<file path="config.mk">
export PLATFORM = sky130hd
export DESIGN_NAME = cam_capture_v2
export DESIGN_NICKNAME = d
export VERILOG_FILES = /design/src/rtl/cam_pkg.sv /design/src/rtl/cam_pix_assemble.sv /design/src/rtl/cam_capture_v2.sv
export SDC_FILE = /design/constraint.sdc
export NUM_CORES = 1
export LEC_CHECK = 0
export CORE_MARGIN = 10
export CORE_UTILIZATION = 55
export CTS_CLUSTER_DIAMETER = 200
export CTS_CLUSTER_SIZE = 14
export DETAILED_ROUTE_END_ITERATION = 8
export GPL_TIMING_DRIVEN = 0
export HOLD_SLACK_MARGIN = 0.02
export PLACE_DENSITY = 0.8
export SLEW_MARGIN = 40
export SYNTH_ARGS = -nofsm -noshare
export SYNTH_HDL_FRONTEND = slang
export SYNTH_SLANG_ARGS = --single-unit
</file>
<file path="constraint.sdc">
create_clock -name pclk -period 2.87 [get_ports pclk]
set_clock_uncertainty 0.1 [all_clocks]
set_input_delay 0.287 -clock pclk [delete_from_list [all_inputs] [get_ports pclk]]
set_output_delay 0.287 -clock pclk [all_outputs]
set_load 0.01 [all_outputs]
</file>
<file path="src/rtl/cam_pkg.sv">
// Shared types and helpers for the camera capture block: capture FSM states,
// pixel mode encodings and the frame-size helper.
package cam_pkg;

    typedef enum logic [1:0] {
        WAIT_SYNC = 2'd0,
        SYNC      = 2'd1,
        ACTIVE    = 2'd2
    } cap_state_t;

    localparam logic MODE_RGB565 = 1'b0;
    localparam logic MODE_Y8     = 1'b1;

    function automatic int unsigned frame_size(input int unsigned h, input int unsigned v);
        return h * v;
    endfunction

endpackage

</file>
<file path="src/rtl/cam_pix_assemble.sv">
// Byte-to-pixel assembler: tracks the byte phase within a pixel, latches the
// RGB565 high byte and produces a combinational pixel-valid pulse with data.
module cam_pix_assemble
    import cam_pkg::*;
(
    input  logic        pclk,
    input  logic        rst,
    input  logic        byte_en,
    input  logic        clr,
    input  logic        mode,
    input  logic [7:0]  d,
    output logic        pix_valid,
    output logic [15:0] pix_data
);

    logic       phase_q, phase_d;
    logic [7:0] hi_q, hi_d;

    // Phase/high-byte next state and pixel packing for the active mode.
    always_comb begin
        phase_d   = phase_q;
        hi_d      = hi_q;
        pix_valid = 1'b0;
        pix_data  = '0;
        if (clr) begin
            phase_d = 1'b0;
        end else if (byte_en) begin
            phase_d = ~phase_q;
            if (mode == MODE_Y8) begin
                if (!phase_q) begin
                    pix_valid = 1'b1;
                    pix_data  = {8'h00, d};
                end
            end else begin
                if (!phase_q) begin
                    hi_d = d;
                end else begin
                    pix_valid = 1'b1;
                    pix_data  = {hi_q, d};
                end
            end
        end
    end

    // Phase and high-byte registers.
    always_ff @(posedge pclk or posedge rst) begin
        if (rst) begin
            phase_q <= 1'b0;
            hi_q    <= '0;
        end else begin
            phase_q <= phase_d;
            hi_q    <= hi_d;
        end
    end

endmodule

</file>
<file path="src/rtl/cam_capture_v2.sv">
// Camera capture top: frame FSM, column/row counters with window clipping and
// registered frame-buffer write port. Optional macro CAP_GEOM_CHECK_EN adds
// the geom_err output flagging frames with unexpected geometry.
module cam_capture_v2
    import cam_pkg::*;
#(
    parameter int unsigned H_ACTIVE = 320,
    parameter int unsigned V_ACTIVE = 240,
    parameter int unsigned ADDR_W   = 17,
    parameter int unsigned DOUT_W   = 16
) (
    input  logic              pclk,
    input  logic              rst,
    input  logic              vsync,
    input  logic              href,
    input  logic [7:0]        d,
    input  logic              mode,
    output logic [ADDR_W-1:0] addr,
    output logic [DOUT_W-1:0] dout,
    output logic              we,
    output logic              frame_done,
`ifdef CAP_GEOM_CHECK_EN
    output logic              geom_err,
`endif
    output logic              busy
);

    localparam int unsigned CW = $clog2(H_ACTIVE + 1);
    localparam int unsigned RW = $clog2(V_ACTIVE + 1);
    localparam logic [CW-1:0]     H_LIM     = CW'(H_ACTIVE);
    localparam logic [RW-1:0]     V_LIM     = RW'(V_ACTIVE);
    localparam logic [RW-1:0]     V_LAST    = RW'(V_ACTIVE - 1);
    localparam logic [ADDR_W-1:0] H_STEP    = ADDR_W'(H_ACTIVE);
    localparam logic [ADDR_W-1:0] ADDR_LAST = ADDR_W'(frame_size(H_ACTIVE, V_ACTIVE) - 1);

    cap_state_t        state_q, state_d;
    logic              mode_q, mode_d;
    logic              href_q, href_d;
    logic [CW-1:0]     col_q, col_d;
    logic [RW-1:0]     row_q, row_d;
    logic [ADDR_W-1:0] base_q, base_d;
    logic              line_pix_q, line_pix_d;
    logic [ADDR_W-1:0] addr_q, addr_d;
    logic [DOUT_W-1:0] dout_q, dout_d;
    logic              we_q, we_d;
    logic              frame_done_q, frame_done_d;
    logic [ADDR_W-1:0] wr_addr;
    logic              byte_en, clr, pix_valid;
    logic [15:0]       pix_data;

`ifdef CAP_GEOM_CHECK_EN
    localparam int unsigned PW = $clog2(H_ACTIVE + 2);
    localparam int unsigned LW = $clog2(V_ACTIVE + 2);
    localparam logic [PW-1:0] P_EXP = PW'(H_ACTIVE);
    localparam logic [PW-1:0] P_SAT = PW'(H_ACTIVE + 1);
    localparam logic [LW-1:0] L_EXP = LW'(V_ACTIVE);
    localparam logic [LW-1:0] L_SAT = LW'(V_ACTIVE + 1);
    logic [PW-1:0] pcnt_q, pcnt_d;
    logic [LW-1:0] lcnt_q, lcnt_d;
    logic          bad_q, bad_d;
    logic          geom_err_q, geom_err_d;
`endif

    assign byte_en = (state_q == ACTIVE) && href && !vsync;
    assign clr     = vsync || !href || (state_q != ACTIVE);

    cam_pix_assemble u_pix (
        .pclk      (pclk),
        .rst       (rst),
        .byte_en   (byte_en),
        .clr       (clr),
        .mode      (mode_q),
        .d         (d),
        .pix_valid (pix_valid),
        .pix_data  (pix_data)
    );

    // FSM next state, counters, clipping and write-port next values.
    always_comb begin
        state_d      = state_q;
        mode_d       = mode_q;
        href_d       = 1'b0;
        col_d        = col_q;
        row_d        = row_q;
        base_d       = base_q;
        line_pix_d   = line_pix_q;
        addr_d       = addr_q;
        dout_d       = dout_q;
        we_d         = 1'b0;
        frame_done_d = 1'b0;
        wr_addr      = base_q + ADDR_W'(col_q);
`ifdef CAP_GEOM_CHECK_EN
        pcnt_d       = pcnt_q;
        lcnt_d       = lcnt_q;
        bad_d        = bad_q;
        geom_err_d   = geom_err_q;
`endif

        case (state_q)
            WAIT_SYNC: if (vsync) state_d = SYNC;
            SYNC: begin
                if (!vsync) begin
                    state_d = ACTIVE;
                    mode_d  = mode;
                end
            end
            ACTIVE: begin
                if (vsync) begin
                    state_d      = SYNC;
                    frame_done_d = 1'b1;
`ifdef CAP_GEOM_CHECK_EN
                    geom_err_d   = bad_q || (lcnt_q != L_EXP);
`endif
                end
            end
            default: state_d = WAIT_SYNC;
        endcase

        if (vsync) begin
            col_d      = '0;
            row_d      = '0;
            base_d     = '0;
            line_pix_d = 1'b0;
`ifdef CAP_GEOM_CHECK_EN
            pcnt_d     = '0;
            lcnt_d     = '0;
            bad_d      = 1'b0;
`endif
        end else if (state_q == ACTIVE) begin
            href_d = href;
            if (pix_valid) begin
                line_pix_d = 1'b1;
`ifdef CAP_GEOM_CHECK_EN
                if (pcnt_q != P_SAT) pcnt_d = pcnt_q + 1'b1;
`endif
                if (col_q < H_LIM && row_q < V_LIM && wr_addr <= ADDR_LAST) begin
                    we_d   = 1'b1;
                    addr_d = wr_addr;
                    dout_d = DOUT_W'(pix_data);
                    col_d  = col_q + 1'b1;
                end
            end
            // Line end: the row base only advances while a further stored row
            // exists, so it never points past the frame.
            if (href_q && !href) begin
                col_d      = '0;
                line_pix_d = 1'b0;
`ifdef CAP_GEOM_CHECK_EN
                pcnt_d     = '0;
`endif
                if (line_pix_q) begin
                    if (row_q < V_LIM)  row_d  = row_q + 1'b1;
                    if (row_q < V_LAST) base_d = base_q + H_STEP;
`ifdef CAP_GEOM_CHECK_EN
                    if (lcnt_q != L_SAT) lcnt_d = lcnt_q + 1'b1;
                    if (pcnt_q != P_EXP) bad_d  = 1'b1;
`endif
                end
            end
        end
    end

    // State, counter and output registers.
    always_ff @(posedge pclk or posedge rst) begin
        if (rst) begin
            state_q      <= WAIT_SYNC;
            mode_q       <= MODE_RGB565;
            href_q       <= 1'b0;
            col_q        <= '0;
            row_q        <= '0;
            base_q       <= '0;
            line_pix_q   <= 1'b0;
            addr_q       <= '0;
            dout_q       <= '0;
            we_q         <= 1'b0;
            frame_done_q <= 1'b0;
`ifdef CAP_GEOM_CHECK_EN
            pcnt_q       <= '0;
            lcnt_q       <= '0;
            bad_q        <= 1'b0;
            geom_err_q   <= 1'b0;
`endif
        end else begin
            state_q      <= state_d;
            mode_q       <= mode_d;
            href_q       <= href_d;
            col_q        <= col_d;
            row_q        <= row_d;
            base_q       <= base_d;
            line_pix_q   <= line_pix_d;
            addr_q       <= addr_d;
            dout_q       <= dout_d;
            we_q         <= we_d;
            frame_done_q <= frame_done_d;
`ifdef CAP_GEOM_CHECK_EN
            pcnt_q       <= pcnt_d;
            lcnt_q       <= lcnt_d;
            bad_q        <= bad_d;
            geom_err_q   <= geom_err_d;
`endif
        end
    end

    assign addr       = addr_q;
    assign dout       = dout_q;
    assign we         = we_q;
    assign frame_done = frame_done_q;
    assign busy       = (state_q == ACTIVE);
`ifdef CAP_GEOM_CHECK_EN
    assign geom_err   = geom_err_q;
`endif

endmodule

</file>
==> reports/metrics.cfg <==
[logic_synthesis]
async_flop_share = 1.00
ys.warnings.count = 0
ys_seq_area_frac = 0.518
ys_ff_latch = 77
syn_nets = 357
synth_area_leaders = dfrtp_1 52%, mux2_1 6.1%, xnor2_1 3.8%
netlist_area_mm2 = 0.00372
synth_edf_count = 0
synth-main-ff-cell = dfrtp_1
netlist.area_leader.share = 0.518
synth_top_cell_by_area = dfrtp_1
avgSynthCellArea_um2 = 11.0
synthCells = 337
synth.distinct_cells = 54

[drt]
first_iter_violations = 129
wl_per_cell_um = 16.8
wirelength_mm = 8.11
wl_met3_um = 440
drc = 0
vias = 2778
via_per_inst = 5.75
met2_length_mm = 3.85
drt-met1-wl_mm = 3.71
dr.max_layer_used = met4
dr.pass1.iters = 4
ant_nets = 0

[floorplanning]
die_h_um = 102
ioPinCount = 49
fp.dieArea_mm2 = 0.0104
fp-row-count = 29
initial_core_util = 0.576
core_area_mm2 = 0.00646
fp.dieW_um = 102

[critical_path]
cp-start-kind = register
crit_arrival_ns = 2.88
worstPathRequired_ns = 3.00
crit_type = register to register
crit_path_top_delay_cell = or4b_1
path_cells = ha_4 -> a211o_1 -> nand4_1 -> xor2_1 -> o2111ai_1 -> or4b_1 -> mux2i_1
worst-path-max-fanout = 7
slowest_delay_ns = 0.62
cp-end-kind = register

[sta]
rsz0062_at_grt = no
setup_viol = 0
period_share = 0.957
fmaxAchievable_mhz = 364
fin_crit_ns = 2.75
tightest_slew_ns = 0.716
hold_slack_ns = 0.204
maxSlewHeadroom = 0.519
drv_slew = 0
hold_viol_final = 0

[layout]
antenna_cells = 0
final_nets = 421
drive_gt1_frac = 0.138
layout.cells.non_filler = 483
syn2layout_area_growth_pct = 24.3

[power_and_ir_drop]
p_leak_nw = 2.05
p_sw_frac = 0.262
vdd_drop_max_mv = 0.527
intPower_mw = 2.04
pwr-share-comb = 0.204
pwr-share-seq = 0.487
power_density_mw_per_mm2 = 598
pwr-share-clk = 0.309
p_sw_mw = 0.724

[placement]
place_inst = 463
hpwl_mm = 5.67
portBuffers = 48
gp_congestion = 0.898

[clock_network]
cts_made_buffers = 9
cts_max_level = 3
insertion_delay_ns = 0.34
cts_buffer_depth = 2
cts_sinks = 77
clkTransAtPathRegs_ns = 0.08
hold_buffers = 0
cts_tree = yes
cts_root_buf = clkbuf_8

[hold_path]
hold_class = input port to async pin

[global_routing]
grt_overflow = 0
grt_max_degree = 41
grt_usage = 0.165
grt_pass1_vias = 2800
grt_antenna_before_repair = 0
grt_pass1_wl_mm = 13.7

[run]
drv_cap = 0

[status]
outcome = completed

-- metrics by stage --
step / utilization / instance area, um^2 / setup TNS [ns] / setup slack (ns) / power [mW]
floorplan: - / 3720 / 0 / 0.271 / 1.61
global placement: 0.665 / 4290 / -57.66 / -0.751 / 1.90
detailed placement: 0.671 / 4340 / -1.72 / -0.160 / 1.93
CTS: 0.708 / 4570 / -0.00296 / -0.00296 / 2.79
global route: 0.715 / 4620 / 0 / 0.00969 / 2.90
finish: 0.715 / 4620 / 0 / 0.123 / 2.76
-- cells in the mapped netlist (3+ instances only) --
cell	count
a21o_1	5
a21oi_1	10
a31oi_1	4
and3_1	3
buf_2	4
clkbuf_1	5
dfrtp_1	77
ha_1	7
inv_1	15
mux2_1	20
mux2_2	11
mux2i_1	13
nand2_1	21
nand2b_1	7
nand3_1	10
nand4_1	6
nor2_1	27
nor2b_1	3
nor3_1	7
nor4_1	3
o21ai_0	11
o21ai_1	3
or3_1	9
xnor2_1	16
xor2_1	5
-- worst max-delay path, delay by kind of cell, from the launching register on --
family,cells,cell delay (ns)
simple gates,2,0.77
compound gates,2,0.66
flops,1,0.46
fa+ha+maj,1,0.28
xor+xnor,1,0.23
mux,1,0.13
-- cells in the final DEF, fill, tap and decap left out, types with 11 or more instances in the layout --
master	Yosys	routed
clkbuf_8	0	12
nor2_1	27	27
xnor2_1	16	16
mux2i_1	13	13
dfrtp_1	77	76
mux2_1	20	20
clkdlybuf4s50_1	0	48
inv_1	15	14
mux2_2	11	11
nand2_1	21	20
-- flip-flops by register name, indices dropped and copies added (netlist names) --
name           flops
col_q              9
frame_done         1
u_pix.hi_q         8
line_pix_q         1
we                 1
state_q            2
base_q            11
mode_q             1
row_q              8
addr              17
u_pix.phase_q      1
href_q             1
dout              16
-- per-layer routing --
metal	track usage	vias to the layer above
met5	0	-
met4	0.0716	0
met3	0.0452	9
met2	0.264	65
met1	0.205	1380
li1	-	1324
-- cells by family (layout without fill, tap and decap cells) --
family,after synthesis,in the layout,synth area share
xor+xnor,21,21,0.0495
buf+inv,28,97,0.0337
fa+ha+maj,7,7,0.0236
flops,77,77,0.518
mux,44,44,0.129
compound gates,50,50,0.0882
simple gates,110,110,0.158
-- worst paths after layout --
check / slack (ns) / endpoint / from / depth (start not counted)
hold / removal: 0.20 / base_q[9]$_DFFE_PP0P_ / rst / 2
setup reg to reg: 0.12 / col_q[5]$_DFFE_PP0P_ / col_q[7]$_DFFE_PP0P_ / 7
min in group pclk: 0.38 / addr[11]$_DFFE_PP0P_ / addr[11]$_DFFE_PP0P_ / 1
hold reg to reg: 0.38 / addr[11]$_DFFE_PP0P_ / addr[11]$_DFFE_PP0P_ / 1
setup / recovery: 0.12 / col_q[5]$_DFFE_PP0P_ / col_q[7]$_DFFE_PP0P_ / 7
max in group asynchronous: 1.93 / col_q[7]$_DFFE_PP0P_ / rst / 3
-- repair_timing --
item | CTS | global route
pin swaps | 2 | 4
gates resized for setup | 2 | 10
buffers inserted | 2 | 2
gates cloned | 0 | 0
setup endpoints to repair | 25 | 35
-- area by class of cell --
cell class                 count  area, um^2
sequential                    77        1930
tap                           77        96.3
fill                         470        1840
clock buffer                  13         169
inverter                      16        67.6
multi-input combinational    232        1720
clock inverter                 3        42.5
buffer                        12        67.6
timing repair buffer          53         531
-- power by group through the flow --
stage	registers (mW)	clock network (mW)	logic [mW]
5_1_grt	1.37	0.915	0.621
6_report	1.35	0.853	0.565
3_3_place_gp	1.35	0	0.547
4_1_cts	1.35	0.877	0.572
2_1_floorplan	1.40	0	0.205
3_5_place_dp	1.37	0	0.565
No activity file was read; power rests on OpenSTA's default activity.
